`src/rtl/alu_mul_seq_if.sv`:
```
// alu_mul_seq_if
//   Request/result bundle between a multiply requester and alu_mul_seq.
//   start   : request a multiply (requester -> sequencer)
//   a, b    : multiplicand / multiplier, 16 bits (requester -> sequencer)
//   busy    : multiply in progress, sequencer owns the ALU (sequencer -> requester)
//   done    : one-cycle completion strobe (sequencer -> requester)
//   product : low 16 bits of a*b, held until the next completion
//   Modports: master = requester side, slave = sequencer side.
interface alu_mul_seq_if;
    logic        start;
    logic [15:0] a;
    logic [15:0] b;
    logic        busy;
    logic        done;
    logic [15:0] product;

    modport master (
        output start, a, b,
        input  busy, done, product
    );

    modport slave (
        input  start, a, b,
        output busy, done, product
    );
endinterface

```
`src/rtl/alu_mul_seq.sv`:
```
// alu_mul_seq
//   Shift-and-add 16-bit multiplier that borrows the shared Hack-style ALU for
//   every addition (acc + mcand) and every doubling (mcand + mcand). Produces
//   the low 16 bits of a*b, valid for unsigned and two's-complement operands.
//   Ports:
//     clk, rst_n      : clock, asynchronous active-low reset
//     bus (slave)     : start/a/b request, busy/done/product result
//     alu_x, alu_y    : ALU operands driven by this block
//     alu_zx..alu_no  : ALU control bits driven by this block
//     alu_out         : ALU result, combinational from the drives above
//     alu_zr, alu_ng  : ALU flags, not used here
//   All outputs come straight from flops; the ALU drive for the next state is
//   computed alongside the state so that alu_out is ready within that state.
module alu_mul_seq (
    input  logic               clk,
    input  logic               rst_n,
    alu_mul_seq_if.slave       bus,
    output logic [15:0]        alu_x,
    output logic [15:0]        alu_y,
    output logic               alu_zx,
    output logic               alu_nx,
    output logic               alu_zy,
    output logic               alu_ny,
    output logic               alu_f,
    output logic               alu_no,
    input  logic [15:0]        alu_out,
    input  logic               alu_zr,
    input  logic               alu_ng
);

    typedef enum logic [1:0] {
        S_IDLE = 2'd0,
        S_ADD  = 2'd1,
        S_DBL  = 2'd2,
        S_DONE = 2'd3
    } state_t;

    state_t      state_q,   state_d;
    logic [15:0] acc_q,     acc_d;
    logic [15:0] mcand_q,   mcand_d;
    logic [15:0] mplier_q,  mplier_d;
    logic [15:0] product_q, product_d;
    logic        busy_q,    busy_d;
    logic        done_q,    done_d;
    logic [15:0] alu_x_q,   alu_x_d;
    logic [15:0] alu_y_q,   alu_y_d;
    logic        alu_f_q,   alu_f_d;

    // The flags are part of the shared ALU bundle but carry nothing we need.
    logic unused_alu_flags;
    assign unused_alu_flags = alu_zr ^ alu_ng;

    always_comb begin
        state_d   = state_q;
        acc_d     = acc_q;
        mcand_d   = mcand_q;
        mplier_d  = mplier_q;
        product_d = product_q;

        case (state_q)
            S_IDLE, S_DONE: begin
                if (bus.start) begin
                    acc_d    = 16'd0;
                    mcand_d  = bus.a;
                    mplier_d = bus.b;
                    // A zero multiplier needs no steps at all.
                    state_d  = (bus.b != 16'd0) ? S_ADD : S_DONE;
                end else begin
                    state_d  = S_IDLE;
                end
            end
            S_ADD: begin
                // ALU is computing acc + mcand this cycle.
                if (mplier_q[0]) begin
                    acc_d = alu_out;
                end
                state_d = S_DBL;
            end
            S_DBL: begin
                // ALU is computing mcand + mcand this cycle.
                mcand_d  = alu_out;
                mplier_d = mplier_q >> 1;
                // Stop as soon as no set bits remain in the multiplier.
                state_d  = (mplier_q[15:1] == 15'd0) ? S_DONE : S_ADD;
            end
            default: begin
                state_d = S_IDLE;
            end
        endcase

        // Capture the finished accumulator on every edge that lands in DONE.
        if (state_d == S_DONE) begin
            product_d = acc_d;
        end

        busy_d  = (state_d == S_ADD) || (state_d == S_DBL);
        done_d  = (state_d == S_DONE);
        alu_f_d = busy_d;

        // Operand drive for the state being entered, so alu_out is valid in it.
        case (state_d)
            S_ADD: begin
                alu_x_d = acc_d;
                alu_y_d = mcand_d;
            end
            S_DBL: begin
                alu_x_d = mcand_d;
                alu_y_d = mcand_d;
            end
            default: begin
                alu_x_d = acc_d;
                alu_y_d = 16'd0;
            end
        endcase
    end

    always_ff @(posedge clk or negedge rst_n) begin
        if (!rst_n) begin
            state_q   <= S_IDLE;
            acc_q     <= 16'd0;
            mcand_q   <= 16'd0;
            mplier_q  <= 16'd0;
            product_q <= 16'd0;
            busy_q    <= 1'b0;
            done_q    <= 1'b0;
            alu_x_q   <= 16'd0;
            alu_y_q   <= 16'd0;
            alu_f_q   <= 1'b0;
        end else begin
            state_q   <= state_d;
            acc_q     <= acc_d;
            mcand_q   <= mcand_d;
            mplier_q  <= mplier_d;
            product_q <= product_d;
            busy_q    <= busy_d;
            done_q    <= done_d;
            alu_x_q   <= alu_x_d;
            alu_y_q   <= alu_y_d;
            alu_f_q   <= alu_f_d;
        end
    end

    assign bus.busy    = busy_q;
    assign bus.done    = done_q;
    assign bus.product = product_q;

    assign alu_x  = alu_x_q;
    assign alu_y  = alu_y_q;
    assign alu_f  = alu_f_q;
    // Only x+y is ever requested, so the remaining controls never change.
    assign alu_zx = 1'b0;
    assign alu_nx = 1'b0;
    assign alu_zy = 1'b0;
    assign alu_ny = 1'b0;
    assign alu_no = 1'b0;

endmodule

```
`src/flat_wrapper.sv`:
```
// flat-port wrapper written by rule: the top's interface ports become plain ports
module alu_mul_seq_flat 
  (clk, rst_n, alu_x, alu_y, alu_zx, alu_nx, alu_zy, alu_ny, alu_f, alu_no, alu_out, alu_zr, alu_ng, bus_start, bus_a, bus_b, bus_busy, bus_done, bus_product);
  alu_mul_seq_if bus_i ();
  input  logic clk;
  input  logic rst_n;
  output logic [15:0] alu_x;
  output logic [15:0] alu_y;
  output logic alu_zx;
  output logic alu_nx;
  output logic alu_zy;
  output logic alu_ny;
  output logic alu_f;
  output logic alu_no;
  input  logic [15:0] alu_out;
  input  logic alu_zr;
  input  logic alu_ng;
  input wire logic [$bits(bus_i.start)-1:0] bus_start;
  input wire logic [$bits(bus_i.a)-1:0] bus_a;
  input wire logic [$bits(bus_i.b)-1:0] bus_b;
  output wire logic [$bits(bus_i.busy)-1:0] bus_busy;
  output wire logic [$bits(bus_i.done)-1:0] bus_done;
  output wire logic [$bits(bus_i.product)-1:0] bus_product;
  assign bus_i.start = bus_start;
  assign bus_i.a = bus_a;
  assign bus_i.b = bus_b;
  assign bus_busy = bus_i.busy;
  assign bus_done = bus_i.done;
  assign bus_product = bus_i.product;
  alu_mul_seq u_core (.clk(clk), .rst_n(rst_n), .bus(bus_i), .alu_x(alu_x), .alu_y(alu_y), .alu_zx(alu_zx), .alu_nx(alu_nx), .alu_zy(alu_zy), .alu_ny(alu_ny), .alu_f(alu_f), .alu_no(alu_no), .alu_out(alu_out), .alu_zr(alu_zr), .alu_ng(alu_ng));
endmodule
```
`config.mk`:
```
export PLATFORM = sky130hd
export DESIGN_NAME = alu_mul_seq_flat
export DESIGN_NICKNAME = d
export VERILOG_FILES = /design/src/rtl/alu_mul_seq_if.sv /design/src/rtl/alu_mul_seq.sv /design/src/flat_wrapper.sv
export SDC_FILE = /design/constraint.sdc
export NUM_CORES = 1
export LEC_CHECK = 0
export BUFFER_PORTS_ARGS = -buffer_cell sky130_fd_sc_hd__buf_2
export CAP_MARGIN = 30
export CORE_UTILIZATION = 57
export DETAILED_ROUTE_END_ITERATION = 10
export PLACE_DENSITY = 0.85
export SETUP_SLACK_MARGIN = 0.5
export SLEW_MARGIN = 15
export SYNTH_ARGS = -nofsm -noshare
export SYNTH_HDL_FRONTEND = slang
export SYNTH_SLANG_ARGS = --single-unit
```
`constraint.sdc`:
```
create_clock -name clk -period 6 [get_ports clk]
set_input_delay 0.9 -clock clk [delete_from_list [all_inputs] [get_ports clk]]
set_output_delay 0.9 -clock clk [all_outputs]
set_load 0.02 [all_outputs]
```
# Word-level counts from Yosys, hierarchy flattened
# Index checks and enable logic that the tools add are counted.
# op_classes
n_mux	13
reduce_logical	8
eq_ne	7
# ops
cell	count
$mux W16	6
$pmux W16 S2	3
$reduce_bool A16 Y1	1
$logic_not A15 Y1	1
$eq A2 B2 Y1 const B	4
$mux W2	3
$pmux W2 S3	1
$eq A2 B1 Y1 const B	2
$reduce_or A2 Y1	2
$logic_not A2 Y1	1
$ne A2 B2 Y1 const B	1
$reduce_and A2 Y1	1
$reduce_bool A2 Y1	1
$logic_or A1 B1 Y1	1
# totals
regBits	100
output_inout_bits	56
elab_cells	37

# Logic depth before layout (Yosys ltp)
# logic_depth
ltp_word	7
ltp_mapped	11
depth_no_buf	8

# Worst setup path before layout
# No wires, ideal clock.
# synth_path
kind	input -> register
start	in bus_b[0]
end	reg u_core.alu_x_q[10], in the netlist u_core.alu_x[10]
slack_ns	2.783
setup_ns	0.125
required_ns	5.875
path_buffers	2
stages	8
arrival_ns	3.092
path_cell_list	or4_1 -> nor3_1 -> nand4_1 -> a22oi_1 -> ha_1 -> clkbuf_1 -> clkbuf_1 -> mux2_2
# synth_via
elab_chain_len	6
# synth_lines
element	line_no	rtl
start, declared	flat_wrapper.sv:20	input wire logic [$bits(bus_i.b)-1:0] bus_b;
$reduce_bool A16 Y1	alu_mul_seq.sv:67	state_d = (bus.b != 16'd0) ? S_ADD : S_DONE;
$mux W2	alu_mul_seq.sv:67	
$mux W2	alu_mul_seq.sv:62	if (bus.start) begin
$pmux W2 S3	alu_mul_seq.sv:60	case (state_q)
via u_core.state_d[1]	alu_mul_seq.sv:38	state_t state_q, state_d;
$eq A2 B2 Y1	alu_mul_seq.sv:101	case (state_d)
$mux W16	alu_mul_seq.sv:101	
via u_core.alu_x_d[10]	alu_mul_seq.sv:45	logic [15:0] alu_x_q, alu_x_d;
end signal, assigned	alu_mul_seq.sv:137	alu_x_q <= alu_x_d;
end, declared	alu_mul_seq.sv:45	
# The timed path passes the listed nets, and every way through them passes these cells.
# A chain may end at the register's enable or synchronous reset.

# Final worst setup path
# layout_path
start	in bus_b[0]
end	reg u_core.product_q[10], in the netlist u_core.bus.product[10]
# layout_via
elab_chain_len	5
# layout_lines
element	line_no	rtl
$reduce_bool A16 Y1	alu_mul_seq.sv:67	
$mux W2	alu_mul_seq.sv:67	
$mux W2	alu_mul_seq.sv:62	
$pmux W2 S3	alu_mul_seq.sv:60	
via u_core.state_d[1]	alu_mul_seq.sv:38	
$eq A2 B2 Y1	alu_mul_seq.sv:92	if (state_d == S_DONE) begin
end signal, assigned	alu_mul_seq.sv:134	product_q <= product_d;
end, declared	alu_mul_seq.sv:42	logic [15:0] product_q, product_d;
# The timed path passes the listed nets, and every way through them passes these cells.

==> out/summary.txt <==
CP required = 6260 ps
Xor and xnor area share after synthesis = 0%
DR vias = 3211
Vias in the first global route = 3108
Setup crit start kind = input pin
DRT Wirelength = 9940 um
Period utilization = 53.6%
Std-Cell Rows = 31
Top cells by area, synth = dfrtp_1 (59%), mux2_2 (8.5%), a22oi_1 (7.1%)
Worst Path Arrival = 3470 ps
Die extent in x = 88.4 um
DRC viols = 0
Max Slew Vio Count = 0
Sequential-to-total area share from yosys stat = 58.8%
Post-Synth Simple-Gate Area = 7.09%
Drt wl/cell = 18.5 um
Mapped Cells = 343
Iter 0 DRT Violations = 262
Main synth FF type = dfrtp_1
Clk_lat worst skew = 370 ps
Clock buffer depth = 2
Setup WS post-layout = 2780 ps
Count of input and output buffers = 101
Detailed Place HPWL = 6510 um
Mux share of post-synthesis cell area = 12.2%
CTS Buf Count = 9
Crit Path Class = in -> reg
Max cap viols = 0
Mapped cell area = 0.00426 mm2
Clock slew at reported path FFs = 90 ps
Placer Congestion = 0.797
Leak Pwr = 2.51 nW
Slew of the pin with the lowest slew margin = 928 ps
Synth Area in Compound Gates = 15.7%
Ant diodes = 0
Synth cell types = 35
F_max = 311 MHz
Fin. Hold Viols = 0
Setup violators final = 0
Worst min path class = in -> async
Post-synthesis register bit count = 100
Clock skew = 7.66 ps
Initial antenna violation count = 0
Io pins = 109
Worst Hold Slack = 511 ps
Clock root cell = clkbuf_8
Worst relative slew slack = 38.1%
# hold bufs at CTS = 0
Power per cell area = 557 mW/mm2
Initial Utilization = 58.7%
Most frequent cell after synthesis = dfrtp_1
Fraction of layout cells with a size suffix above 1 = 35.5%
Max VDD drop = 292 uV
First-pass GRT wire length = 15400 um
Setup TNS = 0 ps
First-pass iteration count of the detailed router = 5
RSZ-0062 raised after global routing = no
Largest family of logic cells by synthesized area = compound AO/OA/AOI/OAI gates
Die height = 88.4 um
Endpoint class of the critical path = flop
YS warnings = 0
Post-synth top area cell = dfrtp_1
Total core area = 0.00725 mm2
Crit-path max FO = 16
Vias/cell = 5.97
Syn avg cell area = 12.4 um2
Largest net degree at the start of global routing = 54
Worst slack, placed = 2390 ps
Total track usage = 27.0%
Outcome = complete, no violations
CTS Sinks = 100
Ys async rst share = 100%
Synth top cells by count = dfrtp_1 (100), a22oi_1 (40), mux2_2 (32)
Die ar. = 0.00782 mm2
Final ANT Viol Nets = 0
Number of synthesized flops with an enable pin = 0
Gr ovfl total = 0
Synth top area share = 58.8%
Nets = 494
Post-cts repair resize count = 0
Syn-to-layout area delta = 17.3%
Synth Area in Adders = 1.76%
Post-CTS setup buffers = 0
Fin crit period = 3220 ps
Htree depth = 3
TritonCTS clock tree = yes
-- cell families after synthesis --
logic type	after synthesis
compound gates	94
other cells	1
buf+inv	38
flops	100
mux	48
fa+ha+maj	6
simple gates	56
-- layer usage --
layer	share of wire [%]	up-vias	track usage, %
li1	-	1424	-
met1	41	1585	34.4
met2	49	174	43.4
met5	0	-	0
met3	7.8	28	7.37
met4	1.7	0	12.0
-- layout make-up --
type                            count  area, um2
Sequential cell                   100       2500
Fill cell                         536       2260
Multi-Input combinational cell    209       1590
Timing Repair Buffer              106        546
Clock buffer                       11        151
Tap cell                           99        124
Clock inverter                      4       48.8
Inverter                            9       33.8
-- registers in the layout, summed over array words and instances (netlist names) --
signal and flops:
u_core.acc_q 16, u_core.alu_x 16, u_core.alu_y 16, u_core.bus.product 16
u_core.mcand_q 16, u_core.mplier_q 16, u_core.state_q 2, u_core.bus.busy 1
u_core.bus.done 1
-- path summary, 6_finish.rpt --
check | from | to | slack [ps] | depth (start not counted)
min | rst_n | u_core.bus.product[10] | 510 | 1
max in group asynchronous | rst_n | u_core.acc_q[4] | 4400 | 2
min reg2reg | u_core.bus.product[8] | u_core.bus.product[8] | 510 | 1
max | bus_b[0] | u_core.bus.product[10] | 2780 | 7
min in group clk | u_core.bus.product[8] | u_core.bus.product[8] | 510 | 1
max reg2reg | u_core.state_q[0] | u_core.bus.product[10] | 3250 | 7
-- stage by stage --
stage          cell area [um2]  cells  total power, W  util (%)
3_5_place_dp              4790    523         0.00233      66.1
4_1_cts                   4990    538         0.00277      68.8
5_1_grt                   4990    538         0.00294      68.8
6_report                  4990    538         0.00278      68.8
2_1_floorplan             4270    347         0.00197         -
3_3_place_gp              4790    522         0.00226      66.0
-- placed cells by master, fill, tap and decap left out, drive strengths merged, types with 3 or more instances in the layout --
cell and count:
clkinv 3, mux2 32, mux2i 16, conb 5, dfrtp 100, a22oi 40
a221o 3, nand2 20, ha 6, buf 106, nor4 5, o2bb2ai 13
and2 16, nor2b 3, clkbuf 11, inv 9, a22o 4, o21ai 28
nor2 3
-- critical path: stages --
cell	delay, ps
buf_2	110
or4_1	540
nor3_1	160
nand4_1	110
a22oi_1	400
ha_1	830
mux2_2	430
-- report_power, final --
group	internal, W	switching (W)
Clock	0.000213	0.000224
Sequential	0.000927	0.000130
Combinational	0.000490	0.000797
Note: power is estimated with default switching activity, not from simulation.
